--- config.mk ---
export PLATFORM = sky130hd
export DESIGN_NAME = range_filter_core
export DESIGN_NICKNAME = d
export VERILOG_FILES = /design/src/rtl/range_filter_pkg.sv /design/src/rtl/sample_tick_gen.sv /design/src/rtl/range_filter_core.sv
export SDC_FILE = /design/constraint.sdc
export NUM_CORES = 1
export LEC_CHECK = 0
export BUFFER_PORTS_ARGS = -buffer_cell sky130_fd_sc_hd__buf_2
export CAP_MARGIN = 25
export CELL_PAD_IN_SITES_DETAIL_PLACEMENT = 1
export CELL_PAD_IN_SITES_GLOBAL_PLACEMENT = 1
export CORE_MARGIN = 3
export CORE_UTILIZATION = 45
export DETAILED_ROUTE_END_ITERATION = 6
export PLACE_DENSITY_LB_ADDON = 0.05
export SLEW_MARGIN = 20
export SYNTH_ARGS = -nofsm -noshare
export SYNTH_HDL_FRONTEND = slang
export SYNTH_HIERARCHICAL = 1
export SYNTH_SLANG_ARGS = --single-unit
--- constraint.sdc ---
create_clock -name clk -period 4.8 [get_ports clk]
set_clock_uncertainty 0.2 [all_clocks]
set_input_delay 1.2 -clock clk [delete_from_list [all_inputs] [get_ports clk]]
set_output_delay 1.2 -clock clk [all_outputs]
set_load 0.1 [all_outputs]
--- src/rtl/range_filter_pkg.sv ---
// Shared types and elaboration-time helpers for the range smoothing filter.
package range_filter_pkg;

  typedef enum logic [1:0] {
    MODE_BYPASS    = 2'd0,
    MODE_BINOM     = 2'd1,
    MODE_CLAMP     = 2'd2,
    MODE_BINOM_ALT = 2'd3
  } mode_e;

  // C(n, k) built incrementally; every intermediate quotient is exact.
  function automatic int binom_coef(input int n, input int k);
    int c;
    c = 1;
    for (int i = 0; i < k; i++) c = c * (n - i) / (i + 1);
    return c;
  endfunction

  // The weights sum to 2^(taps-1), so this width can never overflow.
  function automatic int acc_width(input int dw, input int taps);
    return dw + taps - 1;
  endfunction

endpackage

--- src/rtl/sample_tick_gen.sv ---
// Free-running divider: tick is high for one clock every PERIOD clocks.
module sample_tick_gen #(
  parameter int PERIOD = 12_500_000
) (
  input  logic clk,
  input  logic rstn,
  output logic tick
);

  localparam int CW = (PERIOD > 1) ? $clog2(PERIOD) : 1;

  logic [CW-1:0] cnt;

  assign tick = (cnt == CW'(PERIOD - 1));

  always_ff @(posedge clk or negedge rstn) begin
    if (!rstn) cnt <= '0;
    else if (tick) cnt <= '0;
    else cnt <= cnt + CW'(1);
  end

endmodule

--- src/rtl/range_filter_core.sv ---
// Tick-sampled binomial smoothing filter with bypass and spike-limiting modes.
module range_filter_core
  import range_filter_pkg::*;
#(
  parameter int DW            = 19,
  parameter int TAPS          = 5,
  parameter int SAMPLE_PERIOD = 12_500_000,
  parameter int MAX_STEP      = 2000
) (
  input  logic          clk,
  input  logic          rstn,
  input  logic [DW-1:0] data_in,
  input  logic [1:0]    mode,
  output logic [DW-1:0] data_out,
  output logic          flag_out,
  output logic          filled
);

  localparam int ACC_W = acc_width(DW, TAPS);
  localparam int FW    = $clog2(TAPS + 1);
  localparam logic [DW:0] STEP = (DW + 1)'(MAX_STEP);
  localparam logic [DW:0] MAXV = {1'b0, {DW{1'b1}}};

  if (!(TAPS == 1 || TAPS == 3 || TAPS == 5 || TAPS == 7)) begin : g_bad_taps
    $fatal(1, "range_filter_core: TAPS must be 1, 3, 5 or 7");
  end
  if (SAMPLE_PERIOD < 4) begin : g_bad_period
    $fatal(1, "range_filter_core: SAMPLE_PERIOD must be at least 4");
  end
  if (longint'(MAX_STEP) >= (longint'(1) << DW)) begin : g_bad_step
    $fatal(1, "range_filter_core: MAX_STEP must be below 2^DW");
  end

  logic            tick;
  logic [DW-1:0]   win [TAPS];
  logic [FW-1:0]   fill_cnt;
  logic            s0_vld;
  mode_e           mode_q;
  logic            first_out;
  logic [DW-1:0]   x_clamped;
  logic [DW:0]     x_ext, ref_ext, hi_lim, lo_sum;
  logic [ACC_W-1:0] acc;
  logic            s1_en;
  logic [DW-1:0]   s1_val;

  sample_tick_gen #(.PERIOD(SAMPLE_PERIOD)) u_tick (
    .clk  (clk),
    .rstn (rstn),
    .tick (tick)
  );

  assign filled = (fill_cnt == FW'(TAPS));

  // Step limit against the last published result, evaluated in DW+1 bits.
  always_comb begin
    x_ext     = {1'b0, data_in};
    ref_ext   = {1'b0, data_out};
    hi_lim    = ref_ext + STEP;
    lo_sum    = x_ext + STEP;
    x_clamped = data_in;
    if (mode == MODE_CLAMP && first_out) begin
      if (x_ext > hi_lim) x_clamped = (hi_lim > MAXV) ? '1 : hi_lim[DW-1:0];
      else if (lo_sum < ref_ext) x_clamped = DW'(ref_ext - STEP);
    end
  end

  always_comb begin
    acc = '0;
    for (int i = 0; i < TAPS; i++)
      acc = acc + ACC_W'(binom_coef(TAPS - 1, i)) * ACC_W'(win[i]);
  end

  // Stage 0: window shift, warm-up count and mode capture on the tick edge.
  always_ff @(posedge clk or negedge rstn) begin
    if (!rstn) begin
      for (int i = 0; i < TAPS; i++) win[i] <= '0;
      fill_cnt <= '0;
      s0_vld   <= 1'b0;
      mode_q   <= MODE_BYPASS;
    end else begin
      s0_vld <= tick;
      if (tick) begin
        win[0] <= x_clamped;
        for (int i = 1; i < TAPS; i++) win[i] <= win[i-1];
        if (fill_cnt != FW'(TAPS)) fill_cnt <= fill_cnt + FW'(1);
        mode_q <= mode_e'(mode);
      end
    end
  end

  // Stage 1: in bypass the newest window entry is the unmodified sample.
  always_ff @(posedge clk or negedge rstn) begin
    if (!rstn) begin
      s1_en  <= 1'b0;
      s1_val <= '0;
    end else begin
      s1_en  <= s0_vld && (mode_q == MODE_BYPASS || filled);
      s1_val <= (mode_q == MODE_BYPASS) ? win[0] : DW'(acc >> (TAPS - 1));
    end
  end

  // Stage 2: flag_out is a valid-only strobe with no ready; data_out is held
  // until the next accepted result, so a consumer may sample it at leisure.
  always_ff @(posedge clk or negedge rstn) begin
    if (!rstn) begin
      data_out  <= '0;
      flag_out  <= 1'b0;
      first_out <= 1'b0;
    end else begin
      flag_out <= s1_en;
      if (s1_en) begin
        data_out  <= s1_val;
        first_out <= 1'b1;
      end
    end
  end

endmodule
* Word-level counts from Yosys, hierarchy flattened
Index checks and enable logic that the tools add are counted.
Word-level totals: input bits 23, logic and storage cells 42, flip-flop bits (word level) 166, output and inout bits 21
Cells by class: multiply operators 1, $lt $le $gt $ge 3, muxes and demuxes 6, reductions and logical operators 5, add/subtract/negate cells 9, equality and inequality tests 4
Operator list (count):
- two-way mux 19 bit | 5
- adder 19 x 11 -> 20 bit (second input constant) | 2
- adder 24 x 1 -> 24 bit (second input constant) | 1
- equality test 24 bit (second input constant) | 1
- two-way mux 24 bit | 1
- adder 22 x 22 -> 23 bit | 1
- adder 23 x 19 -> 23 bit | 1
- adder 23 x 21 -> 23 bit | 1
- adder 19 x 21 -> 22 bit | 1
- multiplier 2 x 19 -> 21 bit (first input constant) | 1
- greater-than comparator 19 x 20 -> 1 bit | 1
- greater-than comparator 20 x 19 -> 1 bit (second input constant) | 1
- < comparator 20 x 19 -> 1 bit | 1
- subtractor 19 x 11 -> 19 bit (second input constant) | 1
- adder 3 x 1 -> 3 bit (second input constant) | 1
- equality test 3 bit (second input constant) | 1
- inequality test 3 bit (second input constant) | 1
- equality test 2 bit (second input constant) | 1
- logical AND 1 bit | 2
- zero test 2 bit | 1
- AND reduction 2 bit | 1
- logical OR 1 bit | 1

* Depth between registers and ports, before layout
depth after elaboration 5, depth in mapped cells 20, mapped depth without buffers 20

* Cells and area by module
Netlist, hierarchy kept.
By module, submodules not included:
- range_filter_core | times used 1, cells each 985, area an instance 10034.6 sq um, seq. area each 3553.4 sq um
- sample_tick_gen | times used 1, cells each 116, area an instance 1177.4 sq um, seq. area each 600.6 sq um

* Worst setup path after synthesis
No wires, ideal clock.
path type reg2reg, from register win[41] (netlist bit), to register s1_val[18], required time 4.474 ns, arrival time 4.647 ns, path slack -0.172 ns, path buffers 0, cell stages (with the launch flop) 19, library setup time 0.126 ns, clock period less this slack 4.972 ns, path through dfrtp_1 -> ha_1 -> o21a_1 -> a2111o_1 -> a31o_2 -> a21oi_1 -> o21bai_1 -> a21oi_1 -> xnor2_1 -> fa_1 -> ha_1 -> a21o_1 -> a21o_1 -> a2111oi_0 -> nor3_1 -> a22o_1 -> o41ai_1 -> mux2i_1 -> nand2_1
On the way: word-level cells in the longest chain between the ends 5
RTL lines:
- from (decl) | RTL line range_filter_core.sv:35 | logic [DW-1:0] win [TAPS];
- multiplier 2 x 19 -> 21 bit | RTL line range_filter_core.sv:70 | acc = acc + ACC_W'(binom_coef(TAPS - 1, i)) * ACC_W'(win[i]);
- adder 22 x 22 -> 23 bit | RTL line range_filter_core.sv:70
- adder 23 x 21 -> 23 bit | RTL line range_filter_core.sv:70
- adder 23 x 19 -> 23 bit | RTL line range_filter_core.sv:70
- two-way mux 19 bit | RTL line range_filter_core.sv:98 | s1_val <= (mode_q == MODE_BYPASS) ? win[0] : DW'(acc >> (TAPS - 1));
- to (signal assigned) | RTL line range_filter_core.sv:98
- to (decl) | RTL line range_filter_core.sv:44 | logic [DW-1:0] s1_val;
Every way passes these cells. A chain may end at the register's enable or synchronous reset.

* Worst setup path after layout
from register win[40] (netlist bit), to register s1_val[16]
Same word-level chain as after synthesis.

==> impl_metrics.json <==
{
  "status": "finished with violations",
  "violations": "negative setup slack",
  "synthesis.area_um2": 11200,
  "drive_above_1_share_pct": 21.4,
  "max_clock_freq_mhz": 201,
  "period_share_pct": 104,
  "path_clk_slew_ns": 0.06,
  "slew_violations": 0,
  "avgRoutedWirePerCell_um": 18.4,
  "fin_util_pct": 53.7,
  "holdWs_ns": 0.261,
  "dpl.hpwl_um": 21700,
  "htree_levels": 4,
  "setup_ws_ns": -0.184,
  "vias": 8491,
  "cpMostUsedCell": "buf_4",
  "ff2ff_setup_slack_ns": -0.18,
  "die_w_um": 164,
  "wirelength_um": 28500,
  "max_slew.worst_pin.slew_ns": 0.493,
  "grt_pass1_vias": 8933,
  "crit_path_cell_trace": "ha_1, a21oi_2, o21ai_2, a2111o_1, a31o_2, a21oi_2, buf_4, buf_4, buf_4, buf_4, buf_4, xnor2_1, fa_1, ha_1, a21o_1, a21o_1, a2111oi_4, nor3_2, a22o_1, buf_4, o31ai_4, xor2_1, o21ai_0",
  "cts_made_buffers": 17,
  "grt_pass1_wl_um": 46700,
  "p_clk_share_pct": 46.4,
  "io_buffers": 43,
  "r2r-start": "win[40]$_DFFE_PN0P_",
  "cts.sinks": 166,
  "drt-vias-per-instance": 5.49,
  "critical_path_required_ns": 4.88,
  "seqPwrFrac_pct": 48.3,
  "nNetsFinal": 1371,
  "fin_tns_setup_ns": -0.410,
  "final_common_cell": "dfrtp_1",
  "grt_max_degree": 64,
  "min_from": "s1_val[9]$_DFF_PN0_",
  "total_power_mw": 2.89,
  "rsz0062_at_grt": "yes",
  "dieHeight_um": 164,
  "powerDensity_nw_per_um2": 221,
  "area_growth_pct": 16.7,
  "sw_frac_of_total_pct": 24.4,
  "drt_iter0_drc": 349,
  "gp_congestion": 0.886,
  "diodes": 0,
  "slowest_stage": "dfrtp_1",
  "p_leak_nw": 6.32,
  "synth_xor_area_share_pct": 6.17,
  "synth_nets": 1262,
  "die_area_um2": 26800,
  "crit_end": "s1_val[16]$_DFF_PN0_",
  "min_period_ns": 4.98,
  "combPwrFrac_pct": 5.3,
  "cts-root-buf": "clkbuf_16",
  "antenna_found_initial": 0,
  "worst_path_largest_cell_delay_ns": 0.40,
  "worstPathArrival_ns": 5.06,
  "worstPathMaxFanout": 3,
  "slew-limit-headroom_pct": 66.3,
  "critPathBufInv": 6,
  "core.rowCount": 57,
  "start_util_pct": 46.0,
  "crit_path_start_kind": "flip-flop",
  "finalSetupViolCount": 3,
  "crit_cells": 23,
  "grt_overflow": 0,
  "crit_type": "reg2reg",
  "postSynthCellCount": 1101,
  "synth.avg_cell_area_um2": 10.2,
  "synth_seq_area_share_pct": 37.0,
  "regToRegEndpoint": "s1_val[16]$_DFF_PN0_",
  "cp-startpoint": "win[40]$_DFFE_PN0P_",
  "intPower_mw": 2.19,
  "synth_compound_area_share_pct": 14.0,
  "cts_max_path_buffers": 2,
  "synth.distinct_cells": 71,
  "synth-adder-area-share_pct": 19.1,
  "hold_viol": 0,
  "ys_warn_count": 6,
  "synth_ff_type": "dfrtp_1",
  "synth_top_family_by_area": "adder cells",
  "cts-hold-fix-buffers": 0,
  "first_pass_iters": 4,
  "p_sw_uw": 705,
  "r2r_cells": 23,
  "clk_latency_ns": 0.43,
  "maxCapViolCount": 0,
  "crit_path_end_kind": "flip-flop",
  "layout_common_cells": "dfrtp_1, nand2_1, inv_1, o21ai_0, ha_1",
  "ys_ff_latch": 166,
  "cts_tree": "yes",
  "synthMuxAreaShare_pct": 6.76,
  "remaining_drc_errors": 0,
  "design.core.area_um2": 24400,
  "vdd_drop_max_mv": 0.205,
  "async_reset_ff_share_pct": 100,
  "synth_edf_count": 0,
  "hold_path.class": "reg2reg",
  "yosys.area_share.simple_pct": 12.5,
  "path_delay_family": "compound AO/OA/AOI/OAI gates",
  "ant_nets": 0,
  "boundaryPins": 44,
  "grt_usage_pct": 21.7
}
synth_stat cells (all sizes together), types with 5 or more instances:
cell	n	area (µm²)
or3	12	76.3
nor2	40	150
and4	6	53.8
nand2	101	379
mux2i	6	60.1
fa	56	1120
nand3	23	125
a21o	17	128
a211o	7	61.3
mux2	62	698
inv	87	327
a31oi	6	37.5
xnor2	55	482
nor3	23	115
clkbuf	18	67.6
o21bai	5	37.5
o31ai	7	52.6
o21ai	86	430
o21a	8	60.1
a22o	5	43.8
a21oi	56	303
buf	17	92.6
and3	5	31.3
ha	82	1030
nand2b	16	100
or4	9	76.3
nand4	18	113
dfrtp	166	4150
o22ai	10	62.6
a221oi	5	43.8
or2	6	37.5
xor2	24	210
layout make-up:
class / count / area, µm²
Sequential cell: 166 / 4150
Multi-Input combinational cell: 811 / 6720
Tap cell: 324 / 405
Fill cell: 2731 / 11300
Inverter: 89 / 334
Timing Repair Buffer: 125 / 903
Clock inverter: 14 / 140
Clock buffer: 18 / 429
layer usage:
layer | wire, µm | part of all wire [%] | global-route usage (%) | vias to the layer above
li1 | - | - | - | 4089
met1 | 14000 | 49 | 30.9 | 4306
met2 | 13400 | 47 | 36.0 | 76
met3 | 613 | 2.2 | 2.45 | 20
met4 | 382 | 1.3 | 4.84 | 0
met5 | 0 | 0 | 0 | -
power by group through the flow:
stage / Combinational, mW / Sequential, mW / Clock [mW]
6_report: 0.152 / 1.40 / 1.34
5_1_grt: 0.172 / 1.40 / 1.45
4_1_cts: 0.155 / 1.40 / 1.39
3_5_place_dp: 0.154 / 1.42 / 0
3_3_place_gp: 0.152 / 1.42 / 0
2_1_floorplan: 0.0685 / 1.43 / 0
cells by family (layout without fill, tap and decap cells):
group                      Yosys count  in the layout
buffers and inverters              124            246
xor gates and xnor gates            79             79
DFF                                166            166
AOI/OAI and AO/OA                  247            247
adders and majority gates          138            138
and+or+nand+nor                    279            279
muxes                               68             68
per-stage QoR:
| stage | setup WS, ns | cell area (µm²) | cells |
|---|---|---|---|
| after floorplan | 0.00210 | 11200 | 1101 |
| after global placement | -0.257 | 12300 | 1502 |
| after detailed placement | -0.365 | 12300 | 1502 |
| after CTS | -0.0951 | 13000 | 1541 |
| after global routing | -0.413 | 13100 | 1547 |
| final | -0.184 | 13100 | 1547 |
worst min-delay path by stage:
stage,cells past startpoint,end,slack (ns)
2_1_floorplan,0,flag_out$_DFF_PN0_,0.17
3_3_place_gp,2,data_out[11]$_DFFE_PN0P_,0.23
3_5_place_dp,2,data_out[9]$_DFFE_PN0P_,0.24
4_1_cts,2,data_out[9]$_DFFE_PN0P_,0.26
5_1_grt,1,s1_en$_DFF_PN0_,0.28
6_report,2,data_out[9]$_DFFE_PN0P_,0.26
timing repair:
item | 4_1_cts | 5_1_grt
pin swaps | 24 | 17
gates resized for setup | 16 | 12
hold endpoints to repair | 0 | 0
setup endpoints to repair | 4 | 7
setup buffers | 7 | 6
tightest hold or removal path, cell delays in order, from the launching register on:
cell	delay, ns
dfrtp_1	0.32
nand2_1	0.05
o21ai_0	0.06
registers in the layout, summed over array words and instances (netlist names):
| signal | cells |
|---|---|
| first_out | 1 |
| s0_vld | 1 |
| s1_val | 19 |
| fill_cnt | 3 |
| u_tick/cnt | 24 |
| flag_out | 1 |
| data_out | 19 |
| mode_q | 2 |
| s1_en | 1 |
| win | 95 |
Note: power is estimated with default switching activity, not from simulation.
